## src/rtl/counter_cycle_scheduler.sv

```systemverilog
`default_nettype none
// ============================================================================
// Module   : counter_cycle_scheduler
// Brief    : Latches per-cell PINC/MINC requests and, at each end-of-MCT strobe,
//            decides whether the next MCT is stolen for a counter cycle.
// Revision : 1.0  initial release
// ============================================================================
module counter_cycle_scheduler #(
    parameter int NCELLS   = 16,
    parameter int IDXW     = 4,
    parameter int MAXSTEAL = 4
) (
    input  logic              CLOCK,
    input  logic              SIM_RST,
    input  logic              T12_STB,
    input  logic              GOJAM,
    input  logic              INHINC,
    input  logic [NCELLS-1:0] PINC_REQ,
    input  logic [NCELLS-1:0] MINC_REQ,
    output logic              CTR_CYCLE,
    output logic [IDXW-1:0]   CELL_IDX,
    output logic              PINC,
    output logic              MINC,
    output logic [NCELLS-1:0] GRANT,
    output logic              PEND_ANY,
    output logic              OVERRUN
);

    localparam int SCW = (MAXSTEAL > 0) ? $clog2(MAXSTEAL + 1) : 1;
    localparam logic [SCW-1:0] C_MAXSTEAL = SCW'(MAXSTEAL);

    typedef enum logic [0:0] {ST_INST = 1'b0, ST_CTR = 1'b1} state_t;

    state_t            r_state, w_state_nxt;
    logic [NCELLS-1:0] r_prev_p, r_prev_m;
    logic [NCELLS-1:0] r_pend_p, r_pend_m;   // per-cell state: PLUS / MINUS / neither
    logic [NCELLS-1:0] r_grant;
    logic [IDXW-1:0]   r_cell_idx;
    logic              r_pinc, r_minc, r_pend_any, r_overrun;
    logic [SCW-1:0]    r_steal;

    logic [NCELLS-1:0] w_rise_p, w_rise_m, w_pend_vec, w_clr;
    logic [NCELLS-1:0] w_nxt_p, w_nxt_m, w_ovr;
    logic [IDXW-1:0]   w_sel;
    logic              w_sel_plus, w_eligible, w_take;

    // Requests are ignored while GOJAM is high, but the history keeps tracking.
    assign w_rise_p   = PINC_REQ & ~r_prev_p & {NCELLS{~GOJAM}};
    assign w_rise_m   = MINC_REQ & ~r_prev_m & {NCELLS{~GOJAM}};
    assign w_pend_vec = r_pend_p | r_pend_m;
    assign w_eligible = r_pend_any & ~INHINC &
                        ~((MAXSTEAL != 0) && (r_steal == C_MAXSTEAL));
    assign w_take     = T12_STB & w_eligible;

    // Lowest index wins, so scan from the top and let lower hits overwrite.
    always_comb begin
        w_sel      = '0;
        w_sel_plus = 1'b0;
        for (int i = NCELLS - 1; i >= 0; i--) begin
            if (w_pend_vec[i]) begin
                w_sel      = IDXW'(i);
                w_sel_plus = r_pend_p[i];
            end
        end
    end

    assign w_clr = w_take ? (NCELLS'(1) << w_sel) : '0;

    // Grant clear is applied first, then this cycle's rises on top of it.
    generate
        for (genvar g = 0; g < NCELLS; g++) begin : g_cell
            logic w_base_p, w_base_m, w_rp, w_rm;
            assign w_base_p = r_pend_p[g] & ~w_clr[g];
            assign w_base_m = r_pend_m[g] & ~w_clr[g];
            assign w_rp     = w_rise_p[g] & ~w_rise_m[g];
            assign w_rm     = w_rise_m[g] & ~w_rise_p[g];
            assign w_nxt_p[g] = w_rp ? ~w_base_m : (w_rm ? 1'b0 : w_base_p);
            assign w_nxt_m[g] = w_rm ? ~w_base_p : (w_rp ? 1'b0 : w_base_m);
            assign w_ovr[g]   = (w_rp & w_base_p) | (w_rm & w_base_m);
        end
    endgenerate

    always_comb begin
        w_state_nxt = r_state;
        if (GOJAM) begin
            w_state_nxt = ST_INST;
        end else if (T12_STB) begin
            w_state_nxt = w_eligible ? ST_CTR : ST_INST;
        end
    end

    always_ff @(posedge CLOCK) begin
        if (SIM_RST) begin
            r_state <= ST_INST;
        end else begin
            r_state <= w_state_nxt;
        end
    end

    always_ff @(posedge CLOCK) begin
        if (SIM_RST) begin
            r_prev_p   <= '1;
            r_prev_m   <= '1;
            r_pend_p   <= '0;
            r_pend_m   <= '0;
            r_grant    <= '0;
            r_cell_idx <= '0;
            r_pinc     <= 1'b0;
            r_minc     <= 1'b0;
            r_pend_any <= 1'b0;
            r_overrun  <= 1'b0;
            r_steal    <= '0;
        end else begin
            r_prev_p <= PINC_REQ;
            r_prev_m <= MINC_REQ;
            if (GOJAM) begin
                r_pend_p   <= '0;
                r_pend_m   <= '0;
                r_grant    <= '0;
                r_pinc     <= 1'b0;
                r_minc     <= 1'b0;
                r_pend_any <= 1'b0;
                r_overrun  <= 1'b0;
                r_steal    <= '0;
            end else begin
                r_pend_p   <= w_nxt_p;
                r_pend_m   <= w_nxt_m;
                r_pend_any <= |(w_nxt_p | w_nxt_m);
                r_overrun  <= r_overrun | (|w_ovr);
                r_grant    <= w_clr;
                if (w_take) begin
                    r_cell_idx <= w_sel;
                    r_pinc     <= w_sel_plus;
                    r_minc     <= ~w_sel_plus;
                    if ((MAXSTEAL != 0) && (r_steal != C_MAXSTEAL)) begin
                        r_steal <= r_steal + 1'b1;
                    end
                end else if (T12_STB) begin
                    r_pinc  <= 1'b0;
                    r_minc  <= 1'b0;
                    r_steal <= '0;
                end
            end
        end
    end

    assign CTR_CYCLE = (r_state == ST_CTR);
    assign CELL_IDX  = r_cell_idx;
    assign PINC      = r_pinc;
    assign MINC      = r_minc;
    assign GRANT     = r_grant;
    assign PEND_ANY  = r_pend_any;
    assign OVERRUN   = r_overrun;

endmodule
`default_nettype wire

```

## config.mk

```make
export PLATFORM = sky130hd
export DESIGN_NAME = counter_cycle_scheduler
export DESIGN_NICKNAME = d
export VERILOG_FILES = /design/src/rtl/counter_cycle_scheduler.sv
export SDC_FILE = /design/constraint.sdc
export NUM_CORES = 1
export LEC_CHECK = 0
export CORE_UTILIZATION = 45
export DETAILED_ROUTE_END_ITERATION = 7
export PLACE_DENSITY = 0.65
export SLEW_MARGIN = 5
export SYNTH_ARGS = -nofsm -noshare
export SYNTH_HDL_FRONTEND = slang
export SYNTH_SLANG_ARGS = --single-unit
```

## constraint.sdc

```tcl
create_clock -name CLOCK -period 2.8 [get_ports CLOCK]
set_input_delay 0.42 -clock CLOCK [delete_from_list [all_inputs] [get_ports CLOCK]]
set_output_delay 0.42 -clock CLOCK [all_outputs]
set_load 0.01 [all_outputs]
```

==> flow_summary.ini, run 1 <==
[routing]
drt_first_pass_iters = 6
detail_route.wl_per_cell_um = 17.9
vias_per_cell = 5.63
drt.antenna.violating_nets = 0
drt_drc_violations_left = 0
route.vias.total = 5244
wirelength_um = 16700
first_iter_violations = 400

[synthesis]
ys.warnings.count = 0
mappedNetlistArea_um2 = 4960
synth.lib_cells_used.distinct = 76
async_flop_share_pct = 0
post_synth_inst_count = 605
syn_area_per_cell_um2 = 8.20
yosys_most_used_dff = dfxtp_1
synth_seq_cells = 92
synth.top_cells.by_area = dfxtp_1, nor2_1, or2_2, nand2_1, o21ai_0
mappedNetlistNets = 644
synth-seq-area-share_pct = 37.1
netlist_top_cells_count = dfxtp_1, nor2_1, nand2_1, or2_2, o21ai_0
edff_count_synth = 0
yosys.area.top_type = dfxtp_1
cell_with_the_most_instances_after_synthesis = dfxtp_1
post-synth-top-area-fraction_pct = 37.1

[min_path]
hold_path.class = reg -> reg

[floorplan]
core_region_area_um2 = 10500
starting_density_pct = 47.2
num_rows = 37
floorplan.die.height_um = 107
die_area_um2 = 11400
floorplan.io_pins = 62
fp.dieW_um = 107

[outcome]
outcome = finished with violations
failed_checks = negative setup slack

[power_and_ir_drop]
vdd_ir_drop_max_v = 0.000349
power-per-cell-area_nw_per_um2 = 392
total_power_mw = 2.75
power.leakage_nw = 2.77

[layout]
layout.cells.non_filler = 931
design.final.nets = 829
drive_gt1_share_pct = 32.3
antenna-diode-count = 0
area_overhead_of_the_layout_relative_to_synthesis_pct = 41.3

[sta]
timing.final.crit_period_ps = 2910
setup_violations = 2
period_share_pct = 104
worstMarginPinSlew_ps = 612
fin_skew_ps = 9.06
fmaxAchievable_mhz = 343
finalHoldWorstSlack_ps = 481
timing.max_slew.rel_slack_pct = 58.8
fin_ws_ps = -114
report.final.hold_viol_count = 0
rsz_0062_raised_after_global_routing = yes
finalSetupTns_ps = -139
finalMaxSlewViolations = 0

[placement]
inst_count_dp = 904
total_half_perimeter_wirelength_after_legalization_and_detailed_placement_um = 13100
routabilityCongestion = 0.963
numPortBuffers = 61
dp_worst_setup_slack_ps = -422

[worst_setup_path]
critical_path.endpoint_type = register
worst_ep_required_time_ps = 3050
path_class = reg -> reg
timing.critical_path.arrival_ps = 3170
startpoint_type = register
worst-path-max-fanout = 7

[global_routing]
grt_util_all_layers_pct = 30.6
grt_remaining_overflow = 0
grt_start_max_net_pins = 38
grt_first_pass_wirelength_um = 26200
antenna_found_initial = 0
first_global_vias = 5144

[cts]
tritoncts.num_buffers = 9
clock_tree_from_tritoncts = done
cts-root-to-sink-buffers = 2
tritoncts_num_sinks = 92
clk_transition_reported_paths_ps = 90
ctsHtreeMaxLevel = 3
clk_latency_ps = 380
clock_tree.root_cell = clkbuf_8

[job]
drv.max_cap_violation_count = 0
where the power goes:
part,switching [mW],internal [mW]
clock network,0.490,0.345
registers,0.0156,1.34
logic,0.278,0.278
total,0.783,1.96
critical path, cell delays in order, from the launching register on:
cell     delay [ps]
dfxtp_1         340
buf_4           160
nor4_1          470
nand2_1         220
nor2_1          170
nand3_2         140
buf_4           210
or2_2           350
a32oi_2         230
nand3_1         130
nor4_2          250
a31oi_1         130
per-stage QoR:
step                      util [%]  area (um2)
after floorplan                  -        4980
after global placement        61.9        6500
after detailed placement      61.9        6500
after CTS                     65.3        6870
after global routing          66.7        7010
final                         66.7        7010
state kept, by name (all words and copies together), names as in the netlist:
register and flops:
r_prev_m 16, PINC 1, r_pend_m 16, CELL_IDX 4
OVERRUN 1, CTR_CYCLE 1, r_prev_p 16, MINC 1
r_pend_p 16, PEND_ANY 1, r_steal 3, GRANT 16
cell type report:
class,count,area (um2)
Multi-Input combinational cell,455,3010
Clock buffer,10,138
Clock inverter,6,40.0
Tap cell,136,170
Sequential cell,92,1840
Fill cell,905,3500
Timing Repair Buffer,203,1700
Inverter,29,109
placed cells by master (no fill, tap or decap), types with 15 or more instances in the layout:
cell type / n
clkdlybuf4s50_1: 61
nor2b_1: 16
a21oi_1: 24
inv_1: 29
dfxtp_1: 90
or2_2: 39
nor2_1: 84
o21ai_0: 31
buf_4: 139
a32oi_1: 15
nand2_1: 48
nor4_1: 15
logic make-up (layout without fill, tap and decap cells):
kind of cell / after synthesis / after routing / synth area share (%)
AO/OA/AOI/OAI: 157 / 157 / 23.4
adder cells (fa/ha/maj): 2 / 2 / 0.504
AND/OR/NAND/NOR: 292 / 292 / 30.8
buffers and inverters: 58 / 248 / 7.11
flip-flops: 92 / 92 / 37.1
multiplexers: 4 / 4 / 0.984
repair_timing:
| item | CTS | global route |
|---|---|---|
| resized for setup | 30 | 23 |
| hold endpoints to repair | 0 | 0 |
| buffers inserted | 5 | 6 |
| endpoints found under the setup margin | 3 | 4 |
| pin swaps | 9 | 9 |
| hold buffers | 0 | 0 |
per-layer routing:
metal | part of all wire (%) | global-route usage, % | vias up
li1 | - | - | 2549
met4 | 4.0 | 15.6 | 0
met5 | 0 | 0 | -
met3 | 7.0 | 5.96 | 37
met1 | 45 | 40.1 | 2449
met2 | 44 | 47.7 | 209
path summary, 6_finish.rpt:
check	slack, ps	cells after the start	endpoint	startpoint
hold reg to reg	480	2	CELL_IDX[0]	CELL_IDX[0]
setup reg to reg	-110	11	PEND_ANY	r_pend_m[10]
setup / recovery	-110	11	PEND_ANY	r_pend_m[10]
hold / removal	480	2	CELL_IDX[0]	CELL_IDX[0]
No activity file was read; power rests on OpenSTA's default activity.
==> run 2, diff against run 1 <==
--- a/config.mk
+++ b/config.mk
@@ -8,6 +8,7 @@
 export CORE_UTILIZATION = 45
 export DETAILED_ROUTE_END_ITERATION = 7
 export PLACE_DENSITY = 0.65
+export REMOVE_ABC_BUFFERS = 1
 export SLEW_MARGIN = 5
 export SYNTH_ARGS = -nofsm -noshare
 export SYNTH_HDL_FRONTEND = slang
==> run 2 against run 1 <==
The flow now finishes without violations. Global-route usage shrank 1.4 points. Sequential cell count is the same. Highest routed layer unchanged. Critical path depth shrank 2.
==> flow_summary.ini, run 2 (same netlist as run 1, synthesis figures left out) <==
[outcome]
outcome = finished, final reports clean

[sta]
rsz_0062_raised_after_global_routing = yes
report.final.hold_viol_count = 0
fmaxAchievable_mhz = 360
fin_ws_ps = 25.8
fin_skew_ps = 11.9
setup_violations = 0
timing.max_slew.rel_slack_pct = 62.7
timing.final.crit_period_ps = 2770
period_share_pct = 99.1
worstMarginPinSlew_ps = 554
finalMaxSlewViolations = 0
finalHoldWorstSlack_ps = 481
finalSetupTns_ps = 0

[job]
drv.max_cap_violation_count = 0

[cts]
cts-root-to-sink-buffers = 2
clk_latency_ps = 370
post_cts_hold_buffer_count = 0
clk_transition_reported_paths_ps = 80
clock_tree_from_tritoncts = done
tritoncts_num_sinks = 92
ctsHtreeMaxLevel = 3
clock_tree.root_cell = clkbuf_8
tritoncts.num_buffers = 9

[layout]
area_overhead_of_the_layout_relative_to_synthesis_pct = 41.8
layout.cells.non_filler = 924
design.final.nets = 824
final_cell_mix = buf_4, dfxtp_1, nor2_1
final_area_um2 = 7030
mostFrequentLayoutCell = buf_4
drive_gt1_share_pct = 32.5
antenna-diode-count = 0

[power_and_ir_drop]
power_switching_uw = 748
fraction_of_power_consumed_by_sequential_logic_pct = 49.0
internal_power_mw = 2.02
vdd_ir_drop_max_v = 0.000324
switching_share_pct = 27.0
power-per-cell-area_nw_per_um2 = 394
power.leakage_nw = 2.75
p_clk_share_pct = 30.9
gate_power_share_pct = 20.1

[placement]
post_dp_cell_area_um2 = 6480
numPortBuffers = 61
total_half_perimeter_wirelength_after_legalization_and_detailed_placement_um = 12900
dp_worst_setup_slack_ps = -272
inst_count_dp = 902
routabilityCongestion = 0.958

[floorplan]
core_region_area_um2 = 10500
floorplan.die.height_um = 107
floorplan.io_pins = 62
fp.dieW_um = 107
die_area_um2 = 11400
num_rows = 37
starting_density_pct = 47.2

[routing]
detail_route.wl_per_cell_um = 17.6
drt_first_pass_iters = 5
first_iter_violations = 353
drt.antenna.violating_nets = 0
route.vias.total = 5193
wirelength_um = 16300
vias_per_cell = 5.62
drt_drc_violations_left = 0

[global_routing]
grt_remaining_overflow = 0
grt_start_max_net_pins = 25
grt_first_pass_wirelength_um = 25100
first_global_vias = 5000
antenna_found_initial = 0
grt_util_all_layers_pct = 29.1

[worst_setup_path]
critical_path.endpoint_type = register
worstReg2RegEnd = PEND_ANY
worst_ep_required_time_ps = 3050
worst-path-max-fanout = 8
timing.critical_path.arrival_ps = 3030
startpoint_type = register
r2r-start = r_pend_p[6]
path_class = reg -> reg
worstRegToRegCells = 9
reg2reg_slack_ps = 30

[min_path]
min_path_cells = 2
hold_end = PINC
hold_path.class = reg -> reg
worstHoldStart = PINC
## run 2: cell types whose count changed in the layout (fill, tap and decap cells not counted), sizes merged
| cell | change |
|---|---|
| buf | -5 |
| bufinv | +1 |
| clkinvlp | -1 |
| clkinv | -3 |
| clkbuf | +1 |
## run 2: layout make-up
cell class	count	area, um2
flip-flops and latches	92	1840
clock buffers	11	131
inverters	29	109
fillers	906	3480
repair buffers	198	1660
clock inverters	3	40.0
multi-input cells	455	3080
well taps	136	170
## run 2: power by group through the flow
stage | Sequential, mW | Combinational, mW | Clock [mW]
after floorplan | 1.39 | 0.222 | 0
after global placement | 1.39 | 0.473 | 0
after detailed placement | 1.39 | 0.484 | 0
after CTS | 1.36 | 0.511 | 0.868
after global routing | 1.36 | 0.595 | 0.925
final | 1.36 | 0.557 | 0.854
## run 2: worst max-delay path, stage by stage, from the launching register on
cell and delay [ps]:
dfxtp_1 320, or4_4 560, a311oi_4 340, o21ai_4 90
buf_6 150, and2_4 180, o31ai_4 250, mux2_4 340
a2111oi_4 300, a31oi_1 120
## run 2: metal layers
metal / vias to the layer above / global-route usage [%] / wire (um) / share of wire, %
li1: 2532 / - / - / -
met2: 179 / 47.6 / 7760 / 48
met1: 2450 / 38.1 / 7240 / 44
met5: - / 0 / 0 / 0
met4: 0 / 12.5 / 470 / 2.9
met3: 32 / 4.38 / 806 / 5.0
## run 2: worst max path at each step
stage                      start       end  cells after the start
finish               r_pend_p[6]  PEND_ANY                      9
detailed placement   r_pend_m[3]  PEND_ANY                     11
CTS                 r_pend_m[11]  PEND_ANY                     12
global placement         T12_STB  PEND_ANY                      9
global route         r_pend_p[6]  PEND_ANY                     11
floorplan           r_pend_m[14]  PEND_ANY                      8
## run 2: what timing repair did
| action | in CTS | in global routing |
|---|---|---|
| resized for setup | 24 | 46 |
| hold endpoints to repair | 0 | 0 |
| pin swaps | 14 | 19 |
| setup endpoints to repair | 2 | 2 |
| buffers inserted | 5 | 4 |
## run 2: stage by stage
stage	util, %	total power, mW
finish	66.9	2.77
global route	66.9	2.88
CTS	64.3	2.74
detailed placement	61.6	1.87
global placement	61.6	1.86
floorplan	-	1.61
